## config.mk

```make
export PLATFORM = sky130hd
export DESIGN_NAME = shift_out_serializer
export DESIGN_NICKNAME = d
export VERILOG_FILES = /design/src/rtl/shift_out_serializer.sv
export SDC_FILE = /design/constraint.sdc
export NUM_CORES = 1
export LEC_CHECK = 0
export BUFFER_PORTS_ARGS = -buffer_cell sky130_fd_sc_hd__buf_2
export CORE_ASPECT_RATIO = 0.5
export CORE_MARGIN = 2
export CORE_UTILIZATION = 50
export CTS_BUF_LIST = sky130_fd_sc_hd__clkbuf_8
export DETAILED_ROUTE_END_ITERATION = 6
export GPL_TIMING_DRIVEN = 0
export HOLD_SLACK_MARGIN = 0.02
export PLACE_DENSITY = 0.77
export SKIP_CTS_REPAIR_TIMING = 1
export SLEW_MARGIN = 5
export SYNTH_ARGS = -nofsm -noshare
export SYNTH_HDL_FRONTEND = slang
export SYNTH_SLANG_ARGS = --single-unit
```

## constraint.sdc

```tcl
create_clock -name clk -period 1.52 [get_ports clk]
set_input_delay 0.076 -clock clk [delete_from_list [all_inputs] [get_ports clk]]
set_output_delay 0.076 -clock clk [all_outputs]
set_load 0.01 [all_outputs]
```

## src/rtl/shift_out_serializer.sv

```systemverilog
// Parallel-in/serial-out shifter, MSB first, one bit per i_en strobe.
// Define SHIFT_OUT_SERIALIZER_SKID_EN to add a one-word holding buffer.
module shift_out_serializer #(
   parameter int BITS = 32
) (
   input  logic            clk,
   input  logic            i_sclr,
   input  logic            i_en,
   input  logic            i_load_valid,
   input  logic [BITS-1:0] i_data,
   output logic            o_load_ready,
   output logic            o_dat,
   output logic            o_dat_valid,
   output logic            o_last,
   output logic            o_busy
);

   localparam int CW = (BITS > 1) ? $clog2(BITS) : 1;
   localparam logic [CW-1:0] CNT_TOP = CW'(BITS - 1);

   typedef enum logic {IDLE, SHIFT} state_t;

   state_t          state;
   state_t          state_nx;
   logic [BITS-1:0] sh;
   logic [CW-1:0]   cnt;
   logic            ready;
   logic            load_acc;
   logic            fin;
   logic            hold_full;
   logic            reload;
   logic            bypass;

   assign load_acc = i_load_valid && ready;
   assign fin      = (state == SHIFT) && i_en && (cnt == '0);

`ifdef SHIFT_OUT_SERIALIZER_SKID_EN
   logic [BITS-1:0] hold_q;

   assign ready  = !hold_full;
   assign reload = fin && hold_full;
   assign bypass = fin && !hold_full && load_acc;

   // Words arriving mid-word park here until the final strobe.
   always_ff @(posedge clk) begin
      if (i_sclr) begin
         hold_full <= 1'b0;
      end else if (state == SHIFT && load_acc && !fin) begin
         hold_q    <= i_data;
         hold_full <= 1'b1;
      end else if (reload) begin
         hold_full <= 1'b0;
      end
   end
`else
   assign ready     = (state == IDLE);
   assign hold_full = 1'b0;
   assign reload    = 1'b0;
   assign bypass    = 1'b0;
`endif

   always_ff @(posedge clk) begin
      if (i_sclr) begin
         state <= IDLE;
      end else begin
         state <= state_nx;
      end
   end

   always_comb begin
      state_nx = state;
      unique case (state)
         IDLE: begin
            if (load_acc) begin
               state_nx = SHIFT;
            end
         end
         SHIFT: begin
            if (fin && !reload && !bypass) begin
               state_nx = IDLE;
            end
         end
         default: state_nx = IDLE;
      endcase
   end

   always_comb begin
      o_load_ready = ready;
      o_dat        = sh[BITS-1];
      o_dat_valid  = (state == SHIFT);
      o_last       = (state == SHIFT) && (cnt == '0);
      o_busy       = (state == SHIFT) || hold_full;
   end

   always_ff @(posedge clk) begin
      if (i_sclr) begin
         sh  <= '0;
         cnt <= '0;
      end else if ((state == IDLE && load_acc) || bypass) begin
         sh  <= i_data;
         cnt <= CNT_TOP;
      end else if (reload) begin
`ifdef SHIFT_OUT_SERIALIZER_SKID_EN
         sh  <= hold_q;
`endif
         cnt <= CNT_TOP;
      end else if (state == SHIFT && i_en && cnt != '0) begin
         sh  <= {sh[BITS-2:0], 1'b0};
         cnt <= cnt - 1'b1;
      end
   end

endmodule

```

# Word level (Yosys, flattened, before mapping)
# Cells that the tools add are included.
# W data, S select, Z words.
[op_classes] reduce_logical=9 mux=7 bitwise_logic=1 add_sub_neg=1
[ops] op="$mux W32" count=2
[ops] op="$mux W5" count=2
[ops] op="$logic_and A1 B1 Y1" count=6
[ops] op="$logic_not A5 Y1" count=1
[ops] op="$reduce_bool A5 Y1" count=1
[ops] op="$sub A5 B1 Y5 const B" count=1
[ops] op="$mux W1" count=2
[ops] op="$pmux W1 S2" count=1
[ops] op="$reduce_bool A2 Y1" count=1
[ops] op="$not A1 Y1" count=1
[word_totals] out_inout_bits=5 regBits=38

# Longest topological paths before layout
# Gate-level depths: netlist (run 1).
[logic_depth] word_depth=4 mapped_depth=6

# Worst setup path after synthesis (run 1)
# OpenSTA, ideal clock, no wires.
[synth_path] path_type="register to register" startpoint="reg cnt[0]" endpoint="reg cnt[1]" arrival_ps=1456 setup_time_ps=144 synth_period_minus_slack_ps=1600 n_path_buf=1 stages_incl_launch_ff=7 setup_slack_ps=-80 cell_sequence="dfxtp_1 -> inv_1 -> ha_1 -> or4b_1 -> nand3_2 -> buf_4 -> a311oi_1"
[synth_between] elab_chain_len=3
[synth_rtl] element="start: declaration" line="26" rtl="logic [CW-1:0] cnt;"
[synth_rtl] element="start signal: assignment" line="109" rtl="cnt <= cnt - 1'b1;"
[synth_rtl] element="$sub A5 B1 Y5 or $reduce_bool A5 Y1 (tied branches)" line="109, 107"
[synth_rtl] element="$mux W5 or $logic_and A1 B1 Y1 (tied branches)" line="107" rtl="end else if (state == SHIFT && i_en && cnt != '0) begin"
[synth_rtl] element="$mux W5 or $reduce_bool A2 Y1 (tied branches)"
# Several ways; a longest one is shown, not always the timed one. The select of a mux whose other input is x is not followed.
# A chain may end at the register's enable or synchronous reset.

# Worst setup path after layout (run 1)
[layout_path] startpoint="reg cnt[0]" endpoint="out o_last"
[layout_between] elab_chain_len=2
[layout_rtl] element="$logic_not A5 Y1" line="91" rtl="o_last = (state == SHIFT) && (cnt == '0);"
[layout_rtl] element="$logic_and A1 B1 Y1" line="91"
[layout_rtl] element="end: declaration" line="14" rtl="output logic o_last,"
# Every way passes these cells.

==> results of run 1 <==
[worst min-delay path, delay by kind of cell]
kind | cells | cell delay [ns]
AOI/OAI and AO/OA | 1 | 0.05
and+or+nand+nor | 1 | 0.04
buffers and inverters | 1 | 0.10
[final timing paths]
check	slack, ns	from	endpoint
setup / recovery	-0.13	cnt[0]$_SDFFE_PP0P_	o_last
hold / removal	0.02	i_data[0]	sh[0]$_SDFFE_PP0P_
setup reg to reg	-0.13	cnt[0]$_SDFFE_PP0P_	sh[3]$_SDFFE_PP0P_
hold reg to reg	0.52	cnt[1]$_SDFFE_PP0P_	cnt[1]$_SDFFE_PP0P_
[state kept, by name, indices dropped and copies added, names as in the netlist]
name,cells
cnt,5
o_busy,1
sh,32
[area by class of cell]
type                       instances  area share
inverter                           3     0.00442
tap                               51      0.0250
buffer                            22      0.0688
clock inverter                     2     0.00344
sequential                        38       0.300
multi-input combinational        152       0.458
timing repair buffer              46       0.109
clock buffer                       6      0.0324
[power by group through the flow]
stage	clock [mW]	combinational (mW)	sequential (mW)
after global placement	0	0.588	1.19
final	0.721	0.696	1.18
after global routing	0.760	0.755	1.20
after detailed placement	0	0.605	1.20
after CTS	0.727	0.607	1.18
after floorplan	0	0.467	1.19
[layout by cell type (no fill, tap or decap), types with 2 or more instances in the layout]
cell type   n
a2111oi_4   2
clkbuf_8    6
inv_2       2
buf_12      3
inv_1       2
buf_6       5
nor2_1     64
buf_2      44
nor3_2      4
nor3_4      4
or3_1       2
nor3_1     24
dfxtp_2     2
a21oi_1     4
clkbuf_2    6
clkbuf_1    4
buf_4       4
a2111oi_2  28
dfxtp_1    36
[logic make-up after synthesis]
family	synth area share
buffers and inverters	0.0705
adders and majority gates	0.00641
AOI/OAI and AO/OA	0.276
DFF	0.389
and+or+nand+nor	0.258
[synth_stat cells, types with 2 or more instances]
library cell,instances,area [µm²]
a2111oi_1,4,40.0
dfxtp_1,38,761
clkbuf_1,10,37.5
a2111oi_2,25,375
buf_4,4,30.0
buf_6,3,33.8
or3_1,2,12.5
nor2_1,65,244
a2111oi_4,2,55.1
a21oi_1,4,20.0
inv_1,3,11.3
nor3_1,32,160
buf_2,5,25.0
[layer usage]
| metal | part of all wire | routed length [µm] | up-vias | GRT usage |
|---|---|---|---|---|
| met5 | 0 | 0 | - | 0 |
| met4 | 0.011 | 53 | 0 | 0.0776 |
| met3 | 0.044 | 208 | 7 | 0.0541 |
| met2 | 0.48 | 2260 | 40 | 0.375 |
| met1 | 0.46 | 2190 | 883 | 0.270 |
| li1 | - | - | 895 | - |
[stage by stage]
stage / cells / util / TNS (ns) / setup WS [ns]
global placement: 305 / 0.641 / -7.97 / -0.283
finish: 320 / 0.711 / -3.83 / -0.133
global route: 320 / 0.711 / -4.94 / -0.175
detailed placement: 305 / 0.641 / -9.58 / -0.383
CTS: 313 / 0.666 / -10.62 / -0.405
floorplan: 215 / - / -1.54 / -0.0584
==> summary.md, run 1 <==
| Metric | Value |
|---|---|
| Hold Vio Cnt, Final | 0 |
| # DRC | 0 |
| Worst Setup End Kind | output pin |
| Worst path bufs/invs | 2 |
| Synth cell types | 31 |
| Clock share of power | 0.277 |
| IO buf count | 39 |
| Area Growth Syn to Fin | 30.4% |
| Pin count of the biggest net entering global routing | 12 |
| Crit path kind | flop to output pin |
| Failing checks | setup timing |
| Syn nets | 252 |
| Final wirelength | 4.71 mm |
| Critical-path top delay cell | or4b_4 |
| Critical path data arrival time | 1.58 ns |
| Post-DR wirelength/cell | between 10 and 15 µm |
| Die ar. | between 4000 and 5000 µm² |
| Post-DP HPWL | between 3 and 4 mm |
| CP top delay family | simple AND/OR/NAND/NOR gates |
| Drt pass-1 iters | 4 |
| Post-route clock skew | around 0.0067 ns |
| P_sw | between 0.8 and 0.9 mW |
| Register Area | 763 µm² |
| Peak supply drop | between 0.5 and 0.6 mV |
| WHS Path Cells | 3 |
| # Max-Cap Violations | 0 |
| GRT Residual Overflow | 0 |
| Worst path cell trace | inv_2, ha_4, or4b_4, nor2_2, buf_2 |
| R2r worst-path depth | 6 |
| Seq pwr share | 0.455 |
| Nets | 305 |
| DR vias/cell | 5.70 |
| CTS Buf Count | 5 |
| Crit-path max FO | 3 |
| Final Cycle Share | 1.09 |
| Die Span X | between 90 and 100 µm |
| Setup ws final | -0.133 ns |
| Via count | approximately 1.8k |
| Int Power | 1.79 mW |
| Synthesized instance count | 215 |
| Post-synth ARST share | 0 |
| Slowest Stage Delay on Critical Path | around 0.50 ns |
| Row count | 15 |
| ANT cells | 0 |
| Core Region | approximately 3600 µm² |
| Initial antenna violation count | 0 |
| Clock slew at reported path FFs | about 0.080 ns |
| CTS Root Cell | clkbuf_8 |
| Share of layout cells above drive strength 1 | 0.446 |
| Seq cells post-synth | 38 |
| First-pass GRT wire length | slightly above 7 mm |
| HP Class | primary input to flop |
| DRT antenna net count | 0 |
| Fmax | between 600 and 700 MHz |
| Gate power share | 0.268 |
| CP Launch Type | flop |
| Post-synthesis sequential area ratio | 0.389 |
| Leakage | 0.995 nW |
| Slew margin rel. | 0.518 |
| Endpoints failing setup | 35 |
| CTS tree | built |
| H-Tree Depth | 2 |
| Total Power | ~2.6 mW |
| Mapped cell area | roughly 2000 µm² |
| Power per Cell Area | about 1000 nW/µm² |
| Iteration-0 DRC Markers | 67 |
| Minimum clock period | approximately 1.7 ns |
| Vias in the first global route | ~1.6k |
| Status | complete, but fails checks |
| Synth warn | 0 |
| Initial core utilization | 0.545 |
| Die Y | 48.2 µm |
| Tot GR Track Use | 0.214 |
| Max Slew Vio Count | 0 |
| Final hold slack | 0.0176 ns |
| Top-level port count | 41 |
| Clk Latency, worst-skew pair | ~0.29 ns |
| CTS sink count | 38 |
| Multi-input logic area | between 1000 and 1500 µm² |
| RSZ-0062 raised after global routing | yes |
| DP Area | approximately 2300 µm² |
| Fin area | approximately 2500 µm² |
| Sw frac | 0.311 |
| Most used DFF post-synth | dfxtp_1 |
| GPL Wtd Cong | 0.754 |
| Fillers | around 290 |
| Max clock buf depth | 2 |
| Syn_area_per_cell | between 9 and 10 µm² |
| Number of synthesized flops with an enable pin | 0 |
| Worst-Margin Slew | between 0.7 and 0.8 ns |
| Req. time, crit path | ~1.4 ns |
| Critical Path Stages | 5 |
Power figures use the tool's default switching activity.
==> inputs of run 2 (changes only) <==
--- a/config.mk
+++ b/config.mk
@@ -6,7 +6,7 @@
 export NUM_CORES = 1
 export LEC_CHECK = 0
 export BUFFER_PORTS_ARGS = -buffer_cell sky130_fd_sc_hd__buf_2
-export CORE_ASPECT_RATIO = 0.5
+export CORE_ASPECT_RATIO = 1.4
 export CORE_MARGIN = 2
 export CORE_UTILIZATION = 50
 export CTS_BUF_LIST = sky130_fd_sc_hd__clkbuf_8
==> summary.md, run 2 (synthesis results as in run 1) <==
| Metric | Value |
|---|---|
| Status | complete, but fails checks |
| Failing checks | setup timing |
| CTS Buf Count | 5 |
| Minimum clock period | roughly 1.7 ns |
| Drt pass-1 iters | 4 |
| Fmax | around 600 MHz |
| Peak supply drop | approximately 0.74 mV |
| Die Span X | ~57 µm |
| Hold Path Origin | i_data[0] |
| Share of layout cells above drive strength 1 | 0.463 |
| # Max-Cap Violations | 0 |
| Req. time, crit path | approximately 1.7 ns |
| Leakage | between 1 and 1.5 nW |
| Crit path kind | flop to flop |
| IO buf count | 39 |
| Place WS | -0.326 ns |
| Setup ws final | -0.140 ns |
| Initial core utilization | 0.527 |
| Critical-path top delay cell | or4b_4 |
| Hold EP | sh[0]$_SDFFE_PP0P_ |
| Vias in the first global route | between 1.5k and 2k |
| Slew margin rel. | 0.522 |
| Non-Filler Instances | roughly 310 |
| Pin count of the biggest net entering global routing | 12 |
| Power per Cell Area | a little over 1000 nW/µm² |
| Post-DR wirelength/cell | 14.7 µm |
| R2R Setup Slk | -0.14 ns |
| # DRC | 0 |
| Worst-Margin Slew | 0.717 ns |
| Die ar. | between 4000 and 5000 µm² |
| Iteration-0 DRC Markers | 62 |
| DR vias/cell | around 5.7 |
| CTS sink count | 38 |
| CTS Root Cell | clkbuf_8 |
| Row count | 26 |
| R2r worst-path depth | 6 |
| Area Growth Syn to Fin | 31.0% |
| Max Slew Vio Count | 0 |
| Biggest register | sh |
| Worst r2r dst | sh[8]$_SDFFE_PP0P_ |
| First-pass GRT wire length | 7.42 mm |
| RSZ-0062 raised after global routing | yes |
| Top-level port count | 41 |
| Dpl cells | 296 |
| Endpoints failing setup | 33 |
| Via count | approximately 1.8k |
| WHS Path Cells | 3 |
| Largest register FFs | 32 |
| CP top delay family | simple AND/OR/NAND/NOR gates |
| Critical path data arrival time | ~1.8 ns |
| Nets | approximately 310 |
| CTS tree | built |
| Post-route clock skew | 0.00278 ns |
| Post-DP HPWL | just over 3 mm |
| Clk Latency, worst-skew pair | about 0.29 ns |
| Worst path bufs/invs | 2 |
| R2r startpoint | cnt[0]$_SDFFE_PP0P_ |
| Crit-path max FO | 7 |
| Clock slew at reported path FFs | 0.07 ns |
| Slowest Stage Delay on Critical Path | ~0.49 ns |
| Initial antenna violation count | 0 |
| HP Class | primary input to flop |
| Most common cell after layout, fill and taps aside | nor2_1 |
| GPL Wtd Cong | roughly 0.74 |
| GRT Residual Overflow | 0 |
| Core Region | 3710 µm² |
| Die Y | 78.0 µm |
| Final Cycle Share | 1.09 |
| CP Launch Type | flop |
| Tot GR Track Use | 0.209 |
| ANT cells | 0 |
| Worst path cell trace | inv_2, ha_4, or4b_4, nand3_4, clkbuf_16, a2111oi_4 |
| Hold Vio Cnt, Final | 0 |
| Max clock buf depth | 2 |
| Most frequent cells in the layout | nor2_1 (64), buf_2 (43), dfxtp_1 (35) |
| Worst Setup End Kind | flop |
| Final wirelength | around 4.6 mm |
| H-Tree Depth | 2 |
| DRT antenna net count | 0 |
[run 2: per-stage QoR]
stage / power [mW] / hold WS (ns) / cell area (µm²) / setup TNS (ns) / util
floorplan: 1.65 / 0.212 / 2040 / -1.54 / -
global placement: 1.79 / 0.323 / 2290 / -8.41 / 0.616
detailed placement: 1.80 / 0.329 / 2290 / -8.95 / 0.616
CTS: 2.50 / 0.0190 / 2380 / -9.95 / 0.641
global route: 2.73 / 0.0450 / 2560 / -6.66 / 0.690
finish: 2.60 / 0.0261 / 2560 / -3.89 / 0.690
[run 2: per-layer routing]
metal | vias to the layer above | wire length (µm) | global-route usage | part of all wire
li1 | 892 | - | - | -
met1 | 857 | 1930 | 0.254 | 0.42
met4 | 0 | 87 | 0.0977 | 0.019
met3 | 7 | 152 | 0.0383 | 0.033
met2 | 34 | 2430 | 0.352 | 0.53
met5 | - | 0 | 0 | 0
[run 2: how the worst max path moves through the flow]
| stage | from | slack [ns] | endpoint | depth (start not counted) |
|---|---|---|---|---|
| after global routing | cnt[0]$_SDFFE_PP0P_ | -0.24 | sh[27]$_SDFFE_PP0P_ | 7 |
| after global placement | cnt[0]$_SDFFE_PP0P_ | -0.30 | sh[27]$_SDFFE_PP0P_ | 6 |
| final | cnt[0]$_SDFFE_PP0P_ | -0.14 | sh[8]$_SDFFE_PP0P_ | 6 |
| after detailed placement | cnt[0]$_SDFFE_PP0P_ | -0.33 | sh[16]$_SDFFE_PP0P_ | 6 |
| after CTS | cnt[0]$_SDFFE_PP0P_ | -0.35 | sh[16]$_SDFFE_PP0P_ | 6 |
| after floorplan | cnt[0]$_SDFFE_PP0P_ | -0.06 | sh[1]$_SDFFE_PP0P_ | 6 |
[run 2: worst min-delay path, stage by stage]
cell and delay, ns:
buf_2 0.10, nand2_1 0.05, a21oi_1 0.05
[run 2: power breakdown]
group / switching (mW) / internal (mW) / total (mW)
registers: 0.0770 / 1.10 / 1.18
logic: 0.364 / 0.341 / 0.705
clock network: 0.350 / 0.359 / 0.709
[run 2: layout make-up]
class                   count  area (µm²)
multi-input cells         152        1180
fillers                   333        1150
flip-flops and latches     38         764
repair buffers             47         277
plain buffers              22         183
clock buffers               6        82.6
well taps                  42        52.6
inverters                   3        11.3
clock inverters             2        8.76
